`config.mk`:
```
export PLATFORM = sky130hd
export DESIGN_NAME = fir_mac_scheduler_flat
export DESIGN_NICKNAME = d
export VERILOG_FILES = /design/src/rtl/fir_sched_pkg.sv /design/src/rtl/fir_mac_scheduler_if.sv /design/src/rtl/fir_mac_unit.sv /design/src/rtl/fir_mac_scheduler.sv /design/src/flat_wrapper.sv
export SDC_FILE = /design/constraint.sdc
export NUM_CORES = 2
export LEC_CHECK = 0
export CAP_MARGIN = 20
export CORE_MARGIN = 2
export CORE_UTILIZATION = 45
export CTS_CLUSTER_DIAMETER = 200
export DETAILED_ROUTE_END_ITERATION = 10
export GPL_TIMING_DRIVEN = 0
export PLACE_DENSITY = 0.61
export SLEW_MARGIN = 15
export SYNTH_ARGS = -nofsm -noshare
export SYNTH_HDL_FRONTEND = slang
export SYNTH_HIERARCHICAL = 1
export SYNTH_SLANG_ARGS = --single-unit
```
`constraint.sdc`:
```
create_clock -name clock -period 11.8 [get_ports clock]
set_input_delay 2.36 -clock clock [delete_from_list [all_inputs] [get_ports clock]]
set_output_delay 2.36 -clock clock [all_outputs]
set_load 0.005 [all_outputs]
```
`src/rtl/fir_sched_pkg.sv`:
```
// Shared types and arithmetic helpers for the FIR MAC scheduler and the FIR filters.
package fir_sched_pkg;

   typedef enum logic [1:0] {IDLE, MAC, DRAIN, OUT} state_t;

   localparam int QBITS_DEF = 10;
   localparam int DEQ_W     = 64;   // widest sample/coefficient supported by dequantize

   // Requester index as carried between channel filters and output FIFOs.
   typedef logic [7:0] req_id_t;

   // Arithmetic shift that rounds toward zero instead of toward -inf.
   function automatic logic signed [DEQ_W-1:0] dequantize(input logic signed [DEQ_W-1:0] v,
                                                          input int unsigned            q);
      if (!v[DEQ_W-1]) return v >>> q;
      else             return -((-v) >>> q);
   endfunction

endpackage

```
`src/rtl/fir_mac_scheduler_if.sv`:
```
// Requester/consumer bus of the FIR MAC scheduler.
interface fir_mac_scheduler_if #(
   parameter int N_REQ     = 2,
   parameter int TAPS      = 32,
   parameter int DATA_SIZE = 32
);
   localparam int TAP_W = $clog2(TAPS);
   localparam int ID_W  = $clog2(N_REQ);

   logic [N_REQ-1:0]                req;
   logic [N_REQ-1:0]                grant;
   logic [TAP_W-1:0]                tap_idx;
   logic [N_REQ-1:0][DATA_SIZE-1:0] x_data;
   logic [N_REQ-1:0][DATA_SIZE-1:0] c_data;
   logic [DATA_SIZE-1:0]            res_data;
   logic [ID_W-1:0]                 res_id;
   logic                            res_valid;
   logic                            res_ready;

   // master: the scheduler; slave: the channel filters and output FIFO
   modport master (input  req, x_data, c_data, res_ready,
                   output grant, tap_idx, res_data, res_id, res_valid);
   modport slave  (output req, x_data, c_data, res_ready,
                   input  grant, tap_idx, res_data, res_id, res_valid);
endinterface

```
`src/rtl/fir_mac_unit.sv`:
```
// Two-stage multiply / dequantize / accumulate datapath shared by all requesters.
module fir_mac_unit
   import fir_sched_pkg::*;
#(
   parameter int          DATA_SIZE = 32,
   parameter int unsigned QBITS     = QBITS_DEF
) (
   input  logic                 clock,
   input  logic                 reset,
   input  logic                 clear,
   input  logic                 en,
   input  logic                 last,
   input  logic [DATA_SIZE-1:0] x,
   input  logic [DATA_SIZE-1:0] c,
   output logic [DATA_SIZE-1:0] acc
);
   logic [DATA_SIZE-1:0] prod;
   logic [DATA_SIZE-1:0] prod_t;
   logic [DATA_SIZE-1:0] deq;

   // Low half of the product is identical for signed and unsigned operands.
   assign prod_t = c * x;
   assign deq    = DATA_SIZE'(dequantize(DEQ_W'($signed(prod_t)), QBITS));

   // prod is cleared with acc, so the first MAC cycle adds zero.
   always_ff @(posedge clock or posedge reset) begin
      if (reset) begin
         prod <= '0;
         acc  <= '0;
      end else if (clear) begin
         prod <= '0;
         acc  <= '0;
      end else begin
         if (en)         prod <= deq;
         if (en || last) acc  <= acc + prod;
      end
   end
endmodule

```
`src/rtl/fir_mac_scheduler.sv`:
```
// Round-robin scheduler time-sharing one MAC datapath between N_REQ FIR requesters.
module fir_mac_scheduler
   import fir_sched_pkg::*;
#(
   parameter int          N_REQ     = 2,
   parameter int          TAPS      = 32,
   parameter int          DATA_SIZE = 32,
   parameter int unsigned QBITS     = QBITS_DEF,
   parameter int          TAP_W     = $clog2(TAPS),
   parameter int          ID_W      = $clog2(N_REQ)
) (
   input  logic                clock,
   input  logic                reset,
   fir_mac_scheduler_if.master bus,
   output logic                busy
);
   state_t                          state;
   logic [ID_W-1:0]                 last_id;
   logic [ID_W-1:0]                 gid;
   logic [ID_W-1:0]                 pick;
   logic [ID_W-1:0]                 pick_hi;
   logic [ID_W-1:0]                 pick_lo;
   logic                            hit_hi;
   logic [N_REQ-1:0][DATA_SIZE-1:0] x_m;
   logic [N_REQ-1:0][DATA_SIZE-1:0] c_m;
   logic [DATA_SIZE-1:0]            x_sel;
   logic [DATA_SIZE-1:0]            c_sel;
   logic [DATA_SIZE-1:0]            acc;
   logic                            start;

   // Round robin: lowest requester above last_id, else lowest overall.
   always_comb begin
      pick_hi = '0;
      pick_lo = '0;
      hit_hi  = 1'b0;
      for (int i = N_REQ-1; i >= 0; i--) begin
         if (bus.req[i] && (ID_W'(i) > last_id)) begin
            pick_hi = ID_W'(i);
            hit_hi  = 1'b1;
         end
         if (bus.req[i]) pick_lo = ID_W'(i);
      end
      pick = hit_hi ? pick_hi : pick_lo;
   end

   // AND-OR operand mux keyed by the one-hot grant keeps X on idle lanes out.
   for (genvar i = 0; i < N_REQ; i++) begin : g_lane
      assign x_m[i] = bus.x_data[i] & {DATA_SIZE{bus.grant[i]}};
      assign c_m[i] = bus.c_data[i] & {DATA_SIZE{bus.grant[i]}};
   end

   always_comb begin
      x_sel = '0;
      c_sel = '0;
      for (int i = 0; i < N_REQ; i++) begin
         x_sel = x_sel | x_m[i];
         c_sel = c_sel | c_m[i];
      end
   end

   assign start = (state == IDLE) && (|bus.req);

   fir_mac_unit #(.DATA_SIZE(DATA_SIZE), .QBITS(QBITS)) u_mac (
      .clock (clock),
      .reset (reset),
      .clear (start),
      .en    (state == MAC),
      .last  (state == DRAIN),
      .x     (x_sel),
      .c     (c_sel),
      .acc   (acc)
   );

   always_ff @(posedge clock or posedge reset) begin
      if (reset) begin
         state         <= IDLE;
         bus.grant     <= '0;
         bus.tap_idx   <= '0;
         bus.res_data  <= '0;
         bus.res_id    <= '0;
         bus.res_valid <= 1'b0;
         busy          <= 1'b0;
         gid           <= '0;
         last_id       <= ID_W'(N_REQ-1);
      end else begin
         case (state)
            IDLE: if (start) begin
               bus.grant   <= N_REQ'(1) << pick;
               gid         <= pick;
               bus.tap_idx <= '0;
               busy        <= 1'b1;
               state       <= MAC;
            end
            MAC: begin
               if (bus.tap_idx == TAP_W'(TAPS-1)) begin
                  bus.tap_idx <= '0;
                  state       <= DRAIN;
               end else begin
                  bus.tap_idx <= bus.tap_idx + TAP_W'(1);
               end
            end
            DRAIN: state <= OUT;
            OUT: begin
               // First OUT cycle latches the settled accumulator.
               if (!bus.res_valid) begin
                  bus.res_data  <= acc;
                  bus.res_id    <= gid;
                  bus.res_valid <= 1'b1;
               end else if (bus.res_ready) begin
                  bus.res_valid <= 1'b0;
                  bus.grant     <= '0;
                  last_id       <= gid;
                  busy          <= 1'b0;
                  state         <= IDLE;
               end
            end
            default: state <= IDLE;
         endcase
      end
   end
endmodule
```
`src/flat_wrapper.sv`:
```
// flat-port wrapper written by rule: the top's interface ports become plain ports
module fir_mac_scheduler_flat import fir_sched_pkg::*;
#(
   parameter int          N_REQ     = 2,
   parameter int          TAPS      = 32,
   parameter int          DATA_SIZE = 32,
   parameter int unsigned QBITS     = QBITS_DEF,
   parameter int          TAP_W     = $clog2(TAPS),
   parameter int          ID_W      = $clog2(N_REQ)
)
  (clock, reset, busy, bus_req, bus_x_data, bus_c_data, bus_res_ready, bus_grant, bus_tap_idx, bus_res_data, bus_res_id, bus_res_valid);
  fir_mac_scheduler_if #(.N_REQ(N_REQ), .TAPS(TAPS), .DATA_SIZE(DATA_SIZE)) bus_i ();
  input  logic clock;
  input  logic reset;
  output logic busy;
  input wire logic [$bits(bus_i.req)-1:0] bus_req;
  input wire logic [$bits(bus_i.x_data)-1:0] bus_x_data;
  input wire logic [$bits(bus_i.c_data)-1:0] bus_c_data;
  input wire logic [$bits(bus_i.res_ready)-1:0] bus_res_ready;
  output wire logic [$bits(bus_i.grant)-1:0] bus_grant;
  output wire logic [$bits(bus_i.tap_idx)-1:0] bus_tap_idx;
  output wire logic [$bits(bus_i.res_data)-1:0] bus_res_data;
  output wire logic [$bits(bus_i.res_id)-1:0] bus_res_id;
  output wire logic [$bits(bus_i.res_valid)-1:0] bus_res_valid;
  assign bus_i.req = bus_req;
  assign bus_i.x_data = bus_x_data;
  assign bus_i.c_data = bus_c_data;
  assign bus_i.res_ready = bus_res_ready;
  assign bus_grant = bus_i.grant;
  assign bus_tap_idx = bus_i.tap_idx;
  assign bus_res_data = bus_i.res_data;
  assign bus_res_id = bus_i.res_id;
  assign bus_res_valid = bus_i.res_valid;
  fir_mac_scheduler #(.N_REQ(N_REQ), .TAPS(TAPS), .DATA_SIZE(DATA_SIZE), .QBITS(QBITS), .TAP_W(TAP_W), .ID_W(ID_W)) u_core (.clock(clock), .reset(reset), .bus(bus_i), .busy(busy));
endmodule
```
==> results_dict.tcl <==
set metrics [dict create \
    initial_utilization_pct 45.5 \
    setup_viol 0 \
    outcome "finished clean" \
    max_cap_viol_count 0 \
    pre_cts_ws_ns -0.717 \
    setup.worst_path.class "input port to flop" \
    synth_seq_cells 110 \
    dr.pass1.iters 5 \
    min-delay-path-class "flop to flop" \
    grt_pass1_wl_mm 112 \
    dp_hpwl_mm 61.3 \
    seq_area_frac_synth_pct 12.1 \
    routed_wl_mm 71.2 \
    async_reset_ff_share_pct 100 \
    cts_buffer_depth 2 \
    place.gp.congestion 0.960 \
    synth_area_leader_cell "fa_1" \
    cts_tree "yes" \
    cp_max_fo 10 \
    post-cts-setup-buffers 0 \
    io_buffers 174 \
    clock-sinks 110 \
    fp.dieW_um 229 \
    worstPathRequired_ns 12.06 \
    cts_resized 1 \
    final_layout_size_suffix_gt1_share_pct 3.34 \
    via_per_inst 5.36 \
    grt_max_degree 44 \
    routedWlPerCell_um 21.4 \
    rsz0062_at_grt "false" \
    max_stage_delay_ns 0.75 \
    slew_viol_final 0 \
    endpoint_kind "flop" \
    final.min_clock_period_ns 11.44 \
    worstSetupPathDepth 29 \
    vias 17900 \
    cp.arrival_ns 11.70 \
    timing.critical_path.buf_inv 6 \
    hold_viol_final 0 \
    ctsHoldBuffers 0 \
    relSlewSlack_pct 38.4 \
    syn-num-nets 3173 \
    first_iter_violations 882 \
    ant_nets 0 \
    crit_top_cell "fa_1" \
    ff2ff_path_depth 30 \
    row_count 82 \
    syn_inst 2470 \
    antenna_found_initial 1 \
    core_area_um2 50100 \
    tightest_slew_ns 0.914 \
    path_clk_slew_ns 0.08 \
    grt_pass1_vias 19800 \
    yosys_warnings 6 \
    cts_buffers 9 \
    drcViolationCount 0 \
    grt_use_total_pct 27.9 \
    die_y_um 229 \
    fmax_ghz 0.0874 \
    synth_area_um2 22800 \
    nNetsFinal 3359 \
    boundaryPins 175 \
    crit_family "adder cells" \
    clock_skew_ns 0.0183 \
    htree_levels 3 \
    overflow 0 \
    hold_depth 1 \
    ys_types 78 \
    synth-edff-count 0 \
    worst_slack_ns 0.358 \
    clkLatencyLatePin_ns 0.37 \
    areaGrowthSynthToFinish_pct 13.0 \
    synth.avg_cell_area_um2 9.22 \
    synthTopCellsByArea "fa_1 (36%), dfrtp_1 (12%), ha_1 (8.8%)" \
    dieArea_um2 52400 \
    ys.flop_type "dfrtp_1" \
    cts_root_buffer "clkbuf_16" \
    synth_top_area_share_pct 36.0 \
    worstSetupStartpointType "input port" \
    crit_slowest_cell "buf_1" \
    finalCritPeriodShare_pct 97.0 \
]
worst register-to-register path, delay by kind of cell (launching register included):
family	cells	cell delay (ns)
AND/OR/NAND/NOR	9	2.80
AO/OA/AOI/OAI	4	0.97
adder cells (fa/ha/maj)	9	3.73
XOR/XNOR	1	0.08
flip-flops	1	0.40
buffers and inverters	7	2.35
per-stage QoR:
stage	hold WS [ns]	area (µm²)	instances	utilization [%]	TNS [ns]
after detailed placement	0.471	25400	3318	50.7	-11.90
after global placement	0.467	25400	3316	50.6	-8.47
after CTS	0.492	25700	3333	51.4	0
after floorplan	0.454	22800	2470	-	0
final	0.488	25700	3334	51.4	0
after global routing	0.513	25700	3333	51.4	0
cell usage in the layout (no fill, tap or decap), types with 9 or more instances in the layout:
cell type        instances
fa_1                   409
inv_1                  400
nand2_1                309
and2_1                 289
clkdlybuf4s50_1        174
ha_1                   161
dfrtp_1                109
clkbuf_1                99
xnor2_1                 84
a22o_1                  65
nor2_1                  63
a21oi_1                 56
o21ai_0                 56
xor2_1                  46
a21o_1                  35
mux2_2                  22
nor3_1                  20
a211oi_1                17
nand3_1                 16
a31oi_1                 13
mux2_1                  12
nand2b_1                12
o21a_1                  10
nand4_1                 10
clkbuf_16                9
worst paths after layout:
check / startpoint / slack (ns) / end
min: u_core/bus.res_data[8] / 0.49 / u_core/bus.res_data[8]
max in group asynchronous: reset / 8.82 / u_core/bus.res_data[15]
max reg2reg: u_core/bus.grant[0] / 1.39 / u_core/u_mac/prod[20]
min in group asynchronous: reset / 2.33 / u_core/u_mac/acc[23]
max: bus_c_data[4] / 0.36 / u_core/u_mac/prod[20]
min reg2reg: u_core/bus.res_data[8] / 0.49 / u_core/bus.res_data[8]
sequential cells by signal, summed over array words and instances, names as in the netlist, 2 cells and up:
| signal | flops |
|---|---|
| u_core/bus.res_data | 32 |
| u_core/u_mac/acc | 32 |
| u_core/u_mac/prod | 32 |
| u_core/bus.tap_idx | 5 |
| u_core/bus.grant | 2 |
| u_core/state | 2 |
cells in the mapped netlist, drive strengths merged, types with 4 or more instances:
cell    number
fa         409
inv        403
nand2      309
and2       289
ha         161
clkbuf     109
dfrtp      109
xnor2       85
a22o        67
nor2        64
o21ai       60
a21oi       57
xor2        47
a21o        35
mux2        34
nor3        21
a211oi      18
buf         17
nand3       17
a31oi       13
nand2b      13
nand4       11
o21a        10
nor4         9
mux2i        8
o211ai       8
and3         7
nor2b        7
o31ai        6
a221oi       5
o21bai       5
or2          5
or3          5
a211o        4
nor3b        4
cell type report:
cell class	count	area [µm²]
clock inverter	7	96.3
antenna	1	2.50
clock buffer	9	225
sequential	110	2750
fill	4824	24300
timing repair buffer	176	1790
tap	672	841
multi-input combinational	1831	18000
inverter	403	1520
buffer	125	515
routing by layer:
layer / GRT usage [%] / wire length, µm
met5: 0 / 9
met4: 14.8 / 4370
met3: 2.36 / 2680
met2: 50.2 / 35800
met1: 33.0 / 28400
cell families (layout without fill, tap and decap cells):
family / after synthesis / after routing / synth area share (%)
AO/OA/AOI/OAI: 314 / 314 / 9.60
XOR/XNOR: 133 / 133 / 5.24
adder cells (fa/ha/maj): 570 / 570 / 44.8
buffers and inverters: 529 / 720 / 8.88
flip-flops: 110 / 110 / 12.1
multiplexers: 42 / 42 / 2.03
other: 0 / 1 / 0
AND/OR/NAND/NOR: 772 / 772 / 17.3
Power is not shown: default switching activity piles up to over one toggle a cycle in this logic, so the estimate is an artifact.
